[config.mk]
export PLATFORM = sky130hd
export DESIGN_NAME = config_divider_8bit_seq
export DESIGN_NICKNAME = d
export VERILOG_FILES = /design/src/rtl/config_divider_8bit_seq.sv
export SDC_FILE = /design/constraint.sdc
export NUM_CORES = 1
export LEC_CHECK = 0
export CORE_MARGIN = 5
export CORE_UTILIZATION = 59
export DETAILED_ROUTE_END_ITERATION = 10
export HOLD_SLACK_MARGIN = 0.03
export PLACE_DENSITY_LB_ADDON = 0.25
export SETUP_SLACK_MARGIN = 0.15
export SKIP_LAST_GASP = 1
export SLEW_MARGIN = 10
export SYNTH_ARGS = -nofsm -noshare
export SYNTH_HDL_FRONTEND = slang
export SYNTH_SLANG_ARGS = --single-unit
[constraint.sdc]
create_clock -name clk_i -period 2.8 [get_ports clk_i]
set_input_delay 0.42 -clock clk_i [delete_from_list [all_inputs] [get_ports clk_i]]
set_output_delay 0.42 -clock clk_i [all_outputs]
set_load 0.02 [all_outputs]
[src/rtl/config_divider_8bit_seq.sv]
// Multi-cycle signed restoring divider: one DATA_WIDTH division or two DATA_WIDTH/2 lane divisions.
// Define CONFIG_DIVIDER_STATUS_EN to add the div_by_zero_o / overflow_o status outputs.
module config_divider_8bit_seq #(
    parameter int DATA_WIDTH = 8
) (
    input  logic                  clk_i,
    input  logic                  rst_ni,
    input  logic                  in_valid_i,
    output logic                  in_ready_o,
    input  logic [DATA_WIDTH-1:0] dividend_i,
    input  logic [DATA_WIDTH-1:0] divisor_i,
    input  logic                  halved_precision_i,
    output logic                  out_valid_o,
    input  logic                  out_ready_i,
    output logic [DATA_WIDTH-1:0] quotient_o,
    output logic [DATA_WIDTH-1:0] remainder_o
`ifdef CONFIG_DIVIDER_STATUS_EN
    ,
    output logic [1:0]            div_by_zero_o,
    output logic [1:0]            overflow_o
`endif
);
    localparam int W  = DATA_WIDTH;
    localparam int L  = DATA_WIDTH / 2;
    localparam int CW = $clog2(W + 1);

    typedef enum logic [1:0] {IDLE, CALC, SIGN, DONE} state_t;
    state_t state, state_nx;

    logic                halved_q;
    logic [1:0]          sa_q, sb_q, dz_q;
    logic [W-1:0]        dvd_q;
    logic [1:0][W-1:0]   qr_q, rem_q, dv_q;
    logic [CW-1:0]       cnt_q;

    logic [1:0]          sa_d, sb_d, dz_d;
    logic [1:0][W-1:0]   mag_a_d, mag_b_d;
    logic [L-1:0]        la, lb, ma, mb;

    logic [1:0][W-1:0]   qr_step, rem_step;
    logic [W:0]          shifted, trial;

    logic [W-1:0]        quo_d, rem_d;
    logic [L-1:0]        lq, lr, ld;

    always_ff @(posedge clk_i or negedge rst_ni) begin
        if (!rst_ni) state <= IDLE;
        else         state <= state_nx;
    end

    always_comb begin
        state_nx = state;
        case (state)
            IDLE:    if (in_valid_i && in_ready_o) state_nx = CALC;
            CALC:    if (cnt_q == CW'(1))          state_nx = SIGN;
            SIGN:                                  state_nx = DONE;
            DONE:    if (out_valid_o && out_ready_i) state_nx = IDLE;
            default:                               state_nx = IDLE;
        endcase
    end

    always_comb begin
        in_ready_o  = (state == IDLE);
        out_valid_o = (state == DONE);
    end

    // Halved lanes are left-aligned so the same W-bit shift register serves both modes.
    always_comb begin
        sa_d = '0; sb_d = '0; dz_d = '0;
        mag_a_d = '0; mag_b_d = '0;
        la = '0; lb = '0; ma = '0; mb = '0;
        if (halved_precision_i) begin
            for (int unsigned i = 0; i < 2; i++) begin
                la = dividend_i[i*L +: L];
                lb = divisor_i[i*L +: L];
                sa_d[i] = la[L-1];
                sb_d[i] = lb[L-1];
                ma = la[L-1] ? -la : la;
                mb = lb[L-1] ? -lb : lb;
                mag_a_d[i] = {ma, {L{1'b0}}};
                mag_b_d[i] = {{L{1'b0}}, mb};
                dz_d[i] = (lb == '0);
            end
        end else begin
            sa_d[0] = dividend_i[W-1];
            sb_d[0] = divisor_i[W-1];
            mag_a_d[0] = dividend_i[W-1] ? -dividend_i : dividend_i;
            mag_b_d[0] = divisor_i[W-1] ? -divisor_i : divisor_i;
            dz_d[0] = (divisor_i == '0);
        end
    end

    always_comb begin
        qr_step = qr_q; rem_step = rem_q;
        shifted = '0; trial = '0;
        for (int unsigned i = 0; i < 2; i++) begin
            shifted = {rem_q[i], qr_q[i][W-1]};
            trial   = shifted - {1'b0, dv_q[i]};
            if (trial[W]) begin
                rem_step[i] = shifted[W-1:0];
                qr_step[i]  = {qr_q[i][W-2:0], 1'b0};
            end else begin
                rem_step[i] = trial[W-1:0];
                qr_step[i]  = {qr_q[i][W-2:0], 1'b1};
            end
        end
    end

    // Most-negative / -1 needs no special case: the magnitude quotient wraps to most-negative.
    always_comb begin
        quo_d = '0; rem_d = '0;
        lq = '0; lr = '0; ld = '0;
        if (halved_q) begin
            for (int unsigned i = 0; i < 2; i++) begin
                lq = qr_q[i][L-1:0];
                lr = rem_q[i][L-1:0];
                ld = dvd_q[i*L +: L];
                if (dz_q[i]) begin
                    quo_d[i*L +: L] = '1;
                    rem_d[i*L +: L] = ld;
                end else begin
                    quo_d[i*L +: L] = (sa_q[i] ^ sb_q[i]) ? -lq : lq;
                    rem_d[i*L +: L] = sa_q[i] ? -lr : lr;
                end
            end
        end else if (dz_q[0]) begin
            quo_d = '1;
            rem_d = dvd_q;
        end else begin
            quo_d = (sa_q[0] ^ sb_q[0]) ? -qr_q[0] : qr_q[0];
            rem_d = sa_q[0] ? -rem_q[0] : rem_q[0];
        end
    end

`ifdef CONFIG_DIVIDER_STATUS_EN
    logic [1:0] ov_d;
    always_comb begin
        ov_d = '0;
        if (halved_q) begin
            for (int unsigned i = 0; i < 2; i++)
                ov_d[i] = !dz_q[i] && sa_q[i] && sb_q[i] &&
                          (qr_q[i][L-1:0] == {1'b1, {(L-1){1'b0}}});
        end else begin
            ov_d[0] = !dz_q[0] && sa_q[0] && sb_q[0] &&
                      (qr_q[0] == {1'b1, {(W-1){1'b0}}});
        end
    end
`endif

    always_ff @(posedge clk_i or negedge rst_ni) begin
        if (!rst_ni) begin
            halved_q    <= 1'b0;
            sa_q        <= '0;
            sb_q        <= '0;
            dz_q        <= '0;
            dvd_q       <= '0;
            qr_q        <= '0;
            rem_q       <= '0;
            dv_q        <= '0;
            cnt_q       <= '0;
            quotient_o  <= '0;
            remainder_o <= '0;
`ifdef CONFIG_DIVIDER_STATUS_EN
            div_by_zero_o <= '0;
            overflow_o    <= '0;
`endif
        end else begin
            case (state)
                IDLE: if (in_valid_i) begin
                    halved_q <= halved_precision_i;
                    sa_q     <= sa_d;
                    sb_q     <= sb_d;
                    dz_q     <= dz_d;
                    dvd_q    <= dividend_i;
                    qr_q     <= mag_a_d;
                    rem_q    <= '0;
                    dv_q     <= mag_b_d;
                    cnt_q    <= halved_precision_i ? CW'(L) : CW'(W);
                end
                CALC: begin
                    qr_q  <= qr_step;
                    rem_q <= rem_step;
                    cnt_q <= cnt_q - CW'(1);
                end
                SIGN: begin
                    quotient_o  <= quo_d;
                    remainder_o <= rem_d;
`ifdef CONFIG_DIVIDER_STATUS_EN
                    div_by_zero_o <= dz_q;
                    overflow_o    <= ov_d;
`endif
                end
                default: ;
            endcase
        end
    end
endmodule

==> results of run 1 <==
## worst register-to-register path: cells and delay by family (launching register included)
kind	cells	cell delay [ns]
flops	1	0.38
simple gates	1	0.16
mux	1	0.12
compound gates	4	1.09
fa+ha+maj	2	0.61
buf+inv	1	0.06
## flip-flops by register name, summed over array words and instances (netlist names)
register and count:
cnt_q 4, dv_q 12, dvd_q 8, dz_q 2, halved_q 1, qr_q 16, quotient_o 8, rem_q 16
remainder_o 8, sa_q 2, sb_q 2, state 2
## cell type report
cell class              count  area, um^2  area share
inverters                  44         165      0.0285
well taps                 108         135      0.0233
repair buffers             54         498      0.0858
clock buffers               9         124      0.0213
flip-flops and latches     81        2030       0.349
multi-input cells         437        2800       0.483
clock inverters             7        53.8     0.00927
## where the power goes
part           total (W)  internal [W]  switching, W
sequential       0.00217       0.00169      0.000484
clock           0.000797      0.000328      0.000469
combinational    0.00418       0.00181       0.00237
total            0.00715       0.00382       0.00333
## kinds of logic after synthesis
logic type,after synthesis
AO/OA/AOI/OAI,158
XOR/XNOR,34
adder cells (fa/ha/maj),30
buffers and inverters,75
flip-flops,81
multiplexers,21
AND/OR/NAND/NOR,193
## metrics by stage
step | hold slack, ns | power, W
5_1_grt | 0.0830 | 0.00773
3_3_place_gp | 0.442 | 0.00604
6_report | 0.0403 | 0.00715
2_1_floorplan | 0.124 | 0.00506
4_1_cts | 0.0536 | 0.00709
3_5_place_dp | 0.451 | 0.00625
## what timing repair did
action	CTS	global route
setup buffers	0	1
gates cloned	1	0
gates resized for setup	1	2
pin swaps	1	3
endpoints found under the setup margin	8	9
## per-layer routing
| layer | global-route usage | share of wire |
|---|---|---|
| met2 | 0.412 | 0.49 |
| met3 | 0.0379 | 0.053 |
| met5 | 0 | 0 |
| met4 | 0.0876 | 0.018 |
| met1 | 0.330 | 0.44 |
## path summary, 6_finish.rpt
path / from / to / slack (ns) / cells past startpoint
min in group clk_i: dv_q[8]$_DFFE_PN0P_ / dv_q[8]$_DFFE_PN0P_ / 0.48 / 2
hold / removal: rst_ni / quotient_o[6]$_DFFE_PN0P_ / 0.04 / 1
max in group asynchronous: rst_ni / rem_q[7]$_DFFE_PN0P_ / 2.06 / 2
setup reg to reg: qr_q[7]$_DFFE_PN0P_ / qr_q[0]$_DFFE_PN0P_ / 0.26 / 9
hold reg to reg: dv_q[8]$_DFFE_PN0P_ / dv_q[8]$_DFFE_PN0P_ / 0.48 / 2
setup / recovery: qr_q[7]$_DFFE_PN0P_ / qr_q[0]$_DFFE_PN0P_ / 0.26 / 9
## placed cells by master, fill, tap and decap left out, types with 4 or more instances in the layout
| cell | count |
|---|---|
| nand2b_1 | 8 |
| clkbuf_8 | 9 |
| a221oi_1 | 10 |
| a31oi_1 | 5 |
| a21oi_1 | 33 |
| o22ai_1 | 11 |
| o211ai_1 | 5 |
| ha_1 | 28 |
| nand2_1 | 87 |
| nor3_1 | 10 |
| a21o_1 | 4 |
| inv_1 | 43 |
| nor2_1 | 40 |
| and2_1 | 4 |
| o31ai_1 | 4 |
| nor2b_1 | 10 |
| xnor2_1 | 26 |
| buf_4 | 17 |
| nand3_1 | 15 |
| or3_1 | 6 |
| dfrtp_1 | 81 |
| mux2_2 | 4 |
| mux2i_1 | 16 |
| clkdlybuf4s50_1 | 37 |
| a22o_1 | 5 |
| xor2_1 | 8 |
| o21ai_0 | 55 |
## synth_stat cells (2+ instances only)
master / number / area (um^2)
nand2_1: 87 / 327
dfrtp_1: 81 / 2030
o21ai_0: 55 / 275
inv_1: 43 / 161
nor2_1: 40 / 150
a21oi_1: 33 / 165
ha_1: 28 / 350
clkbuf_1: 26 / 97.6
xnor2_1: 26 / 228
mux2i_1: 17 / 170
nand3_1: 15 / 75.1
o22ai_1: 11 / 68.8
a221oi_1: 10 / 87.6
nor2b_1: 10 / 62.6
nor3_1: 10 / 50.1
nand2b_1: 9 / 56.3
xor2_1: 8 / 70.1
or3_1: 6 / 37.5
a22o_1: 5 / 43.8
a31oi_1: 5 / 31.3
o211ai_1: 5 / 37.5
a21o_1: 4 / 30.0
and2_1: 4 / 25.0
mux2_2: 4 / 45.0
o31ai_1: 4 / 30.0
buf_1: 3 / 11.3
o21a_1: 3 / 22.5
o41ai_1: 3 / 26.3
a21boi_0: 2 / 15.0
a221o_1: 2 / 20.0
fa_1: 2 / 40.0
nand4b_1: 2 / 17.5
nor3b_1: 2 / 15.0
o221ai_1: 2 / 17.5
o311ai_0: 2 / 17.5
o31a_1: 2 / 17.5
or3b_2: 2 / 17.5
==> flow_summary.yaml, run 1 <==
worst_setup_path:
  path_class: "reg -> reg"
  end_kind: "flop"
  critPathRequiredTime_ns: 3.04
  critPathMaxStageDelay_ns: 0.48
  path_cells: "inv_1 > ha_1 > fa_1 > nand2b_4 > a211oi_2 > mux2i_2 > a2111o_2 > a221oi_2 > a21oi_1"
  worstSetupStartpointType: "flop"
  crit_path_top_delay_cell: "a2111o_2"
  crit_fanout: 7
  critical_path_buf_inv_count: 1
  crit_arrival_ns: 2.78
  crit_family: "compound AO/OA/AOI/OAI gates"
floorplan:
  placementRows: 34
  start_util: 0.596
  core_area_um2: 8550
  fp.dieW_um: 103
  die_h_um: 103
  dieArea_um2: 10600
  num_io_pins: 39
timing:
  tightest_slew_ns: 0.696
  hold_violations: 0
  drv_slew: 0
  setup_viol: 0
  fin_worst_skew_ns: 0.0107
  fin_crit_ns: 2.54
  rsz0062_at_grt: "no"
  slew_headroom: 0.536
  max_freq_ghz: 0.394
  fin_crit_sh: 0.908
  fin_tns_setup_ns: 0
  worst_slack_ns: 0.259
synth:
  ys_warn_count: 0
  synth_cell_types: 56
  yosysSeqAreaShare: 0.398
  synth-compound-area-share: 0.196
  synth_fp_nets: 643
  synth_top_family_by_area: "compound AO/OA/AOI/OAI gates"
  synth-adder-area-share: 0.0766
  synth_flop_cell: "dfrtp_1"
  syn_avg_cell_area_um2: 8.61
  syn-instance-count: 592
  synthArstFlopShare: 1.00
  synth-simple-area-share: 0.172
  ys_seq_elements: 81
  synth.area.mux_share: 0.0422
  syn_area_um2: 5090
  synth_xor_area_frac: 0.0584
  synth_edf_count: 0
placement:
  place.gp.congestion: 0.940
  place.detailed.hpwl_mm: 9.31
  dp.cells: 722
  dp_slack_ns: 0.0879
  io_buffers: 38
  placed_area_um2: 5600
routing:
  vias_per_cell: 6.02
  routedWlPerCell_um: 17.0
  via_count: 4457
  drt-initial-drc-count: 230
  totalWireLength_mm: 12.6
  drc: 0
  drt_first_pass_iters: 4
  ant_nets: 0
power:
  p_per_area_nw_per_um2: 1230
  p_leak_nw: 2.58
  peakVddDrop_v: 0.000723
cts:
  clock-sinks: 81
  cts-hold-fix-buffers: 0
  clk_pin_slew_worst_paths_ns: 0.09
  clk-insertion-delay-late_ns: 0.37
  htree_levels: 3
  root_buffer: "clkbuf_8"
  cts_tree: "built"
  clk_path_buf_depth: 2
  numCtsBuffers: 9
global_routing:
  grt_pass1_wl_mm: 20.6
  grt_max_degree: 42
  first_global_vias: 4220
  overflow: 0
  grt.total_usage: 0.248
  antenna_found_initial: 0
cells_and_area:
  fin_util: 0.679
  diodes: 0
  fillers: 676
  final_nets: 678
  finalInstanceArea_um2: 5800
  fin_cells: 740
  area_growth_pct: 13.9
  drive_above_1_share: 0.0759
hold_path:
  hp-class: "in -> async"
outcome:
  status: "complete, no violations"
run:
  max_cap_violations: 0
No activity file was read; power rests on OpenSTA's default activity.
==> run 2: changes to the inputs <==
CORE_UTILIZATION = 65   (was 59)
CTS_BUF_LIST = sky130_fd_sc_hd__clkbuf_8   (was not set)
DONT_BUFFER_PORTS = 1   (was not set)
==> run 2 against run 1 <==
Sequential share of layout area grew 2.2 points. Combinational power fell by 11%. Global-route usage up 1.5 points. Non-clock buffer count decreased by 41. First-iteration DRC count increased by 17%. Core utilization up 3.2 points. Clock skew fell by 0.00060 ns. Routed wire length is 2.2% lower. Total power shrank 2.0%. Maximum frequency shrank 0.69%. Critical endpoint unchanged. Largest power group unchanged.
==> flow_summary.yaml, run 2 (synthesized netlist as in run 1, its figures left out) <==
power:
  power_switching_w: 0.00326
  p_leak_nw: 2.45
  p_per_area_nw_per_um2: 1280
  p_int_w: 0.00375
  finalPower_w: 0.00701
  switching_share: 0.465
  combPwrFrac: 0.534
  peakVddDrop_v: 0.000760
  power_frac_seq: 0.329
  pwr-share-clk: 0.137
timing:
  fin_tns_setup_ns: 0
  hold_ws_ns: 0.149
  drv_slew: 0
  hold_violations: 0
  fin_crit_sh: 0.914
  fin_worst_skew_ns: 0.0101
  setup_viol: 0
  tightest_slew_ns: 0.715
  max_freq_ghz: 0.391
  slew_headroom: 0.520
  rsz0062_at_grt: "no"
  fin_crit_ns: 2.56
floorplan:
  die_h_um: 98.5
  placementRows: 32
  start_util: 0.663
  fp.dieW_um: 98.5
  dieArea_um2: 9710
  core_area_um2: 7690
  num_io_pins: 39
hold_path:
  hp-class: "in -> reg"
  whs_path_depth: 1
  min_from: "divisor_i[4]"
  worstHoldEndpoint: "dv_q[11]$_DFFE_PN0P_"
cells_and_area:
  final_nets: 637
  finalInstanceArea_um2: 5470
  fillers: 594
  drive_above_1_share: 0.0728
  top_regs: "qr_q: 16 flops, rem_q: 16 flops, dv_q: 12 flops"
  fin_util: 0.711
  final_common_cell: "nand2_1"
  diodes: 0
  seq_area_um2: 2030
  multi_input_area_um2: 2810
  layout_common_cells: "nand2_1 (87), dfrtp_1 (81), o21ai_0 (55), inv_1 (44), nor2_1 (40)"
  area_growth_pct: 7.27
placement:
  place.gp.congestion: 0.914
  place.detailed.hpwl_mm: 8.78
  io_buffers: 0
  placed_area_um2: 5170
cts:
  clk-insertion-delay-late_ns: 0.36
  clk_pin_slew_worst_paths_ns: 0.09
  clock-sinks: 81
  htree_levels: 3
  root_buffer: "clkbuf_8"
  clk_path_buf_depth: 2
  cts_tree: "built"
  numCtsBuffers: 9
worst_setup_path:
  r2r-end: "qr_q[0]$_DFFE_PN0P_"
  crit_arrival_ns: 2.79
  path_class: "reg -> reg"
  crit_fanout: 7
  crit_path_top_delay_cell: "a2111o_2"
  end_kind: "flop"
  worstSetupStartpointType: "flop"
  rr_startpoint: "qr_q[7]$_DFFE_PN0P_"
  crit_cells: 9
  critPathMaxStageDelay_ns: 0.54
  crit_family: "compound AO/OA/AOI/OAI gates"
  r2r_slack_ns: 0.24
  critPathRequiredTime_ns: 3.03
  path_cells: "inv_1 > ha_1 > fa_2 > nand2b_4 > a211oi_2 > mux2i_1 > a2111o_2 > a221oi_2 > a21oi_1"
  reg2regPathDepth: 9
  critical_path_buf_inv_count: 1
global_routing:
  grt.total_usage: 0.263
  grt_pass1_wl_mm: 20.6
  grt_max_degree: 82
  first_global_vias: 4239
  antenna_found_initial: 0
  overflow: 0
routing:
  drt_first_pass_iters: 5
  drc: 0
  ant_nets: 0
  routedWlPerCell_um: 17.7
  totalWireLength_mm: 12.3
  vias_per_cell: 6.10
  drt-initial-drc-count: 270
  via_count: 4225
outcome:
  status: "complete, no violations"
run:
  max_cap_violations: 0
## run 2: cell count changes in the layout (fill, tap and decap cells not counted), moves of 2 or more
cell,before,now
bufinv_16,0,2
clkinvlp_4,3,1
clkdlybuf4s50_1,37,0
buf_4,17,11
## run 2: repair_timing
action,4_1_cts,5_1_grt
setup buffers,0,1
pin swaps,1,1
cloned,0,1
hold endpoints to repair,81,0
hold buffers,2,0
resized for setup,1,3
endpoints found under the setup margin,9,10
## run 2: area by class of cell
class,count,area share
sequential,81,0.371
tap,102,0.0234
inverter,44,0.0302
multi-input combinational,437,0.514
clock inverter,7,0.0172
timing repair buffer,13,0.0220
clock buffer,9,0.0227
## run 2: metrics by stage
stage / worst slack, ns / cells
after CTS: 0.194 / 691
final: 0.241 / 693
after global routing: 0.127 / 693
after detailed placement: 0.0500 / 673
after floorplan: 0.260 / 592
after global placement: 0.109 / 673
## run 2: how the worst max path moves through the flow
stage	from	end	slack [ns]
finish	qr_q[7]$_DFFE_PN0P_	qr_q[0]$_DFFE_PN0P_	0.24
detailed placement	qr_q[7]$_DFFE_PN0P_	qr_q[0]$_DFFE_PN0P_	0.05
floorplan	qr_q[7]$_DFFE_PN0P_	qr_q[0]$_DFFE_PN0P_	0.26
global route	qr_q[7]$_DFFE_PN0P_	qr_q[0]$_DFFE_PN0P_	0.13
CTS	qr_q[7]$_DFFE_PN0P_	qr_q[0]$_DFFE_PN0P_	0.19
global placement	qr_q[7]$_DFFE_PN0P_	qr_q[0]$_DFFE_PN0P_	0.11
## run 2: routing by layer
| metal | vias to the layer above | share of wire | GRT usage |
|---|---|---|---|
| met3 | 25 | 0.055 | 0.0510 |
| li1 | 2050 | - | - |
| met4 | 0 | 0.019 | 0.0987 |
| met2 | 129 | 0.49 | 0.438 |
| met1 | 2021 | 0.43 | 0.340 |
| met5 | - | 0 | 0 |
## run 2: power groups by stage
stage	combinational (W)	sequential, W	clock (W)
2_1_floorplan	0.00292	0.00213	0
3_3_place_gp	0.00343	0.00230	0
3_5_place_dp	0.00358	0.00232	0
4_1_cts	0.00364	0.00230	0.000972
5_1_grt	0.00419	0.00239	0.00102
6_report	0.00374	0.00231	0.000960
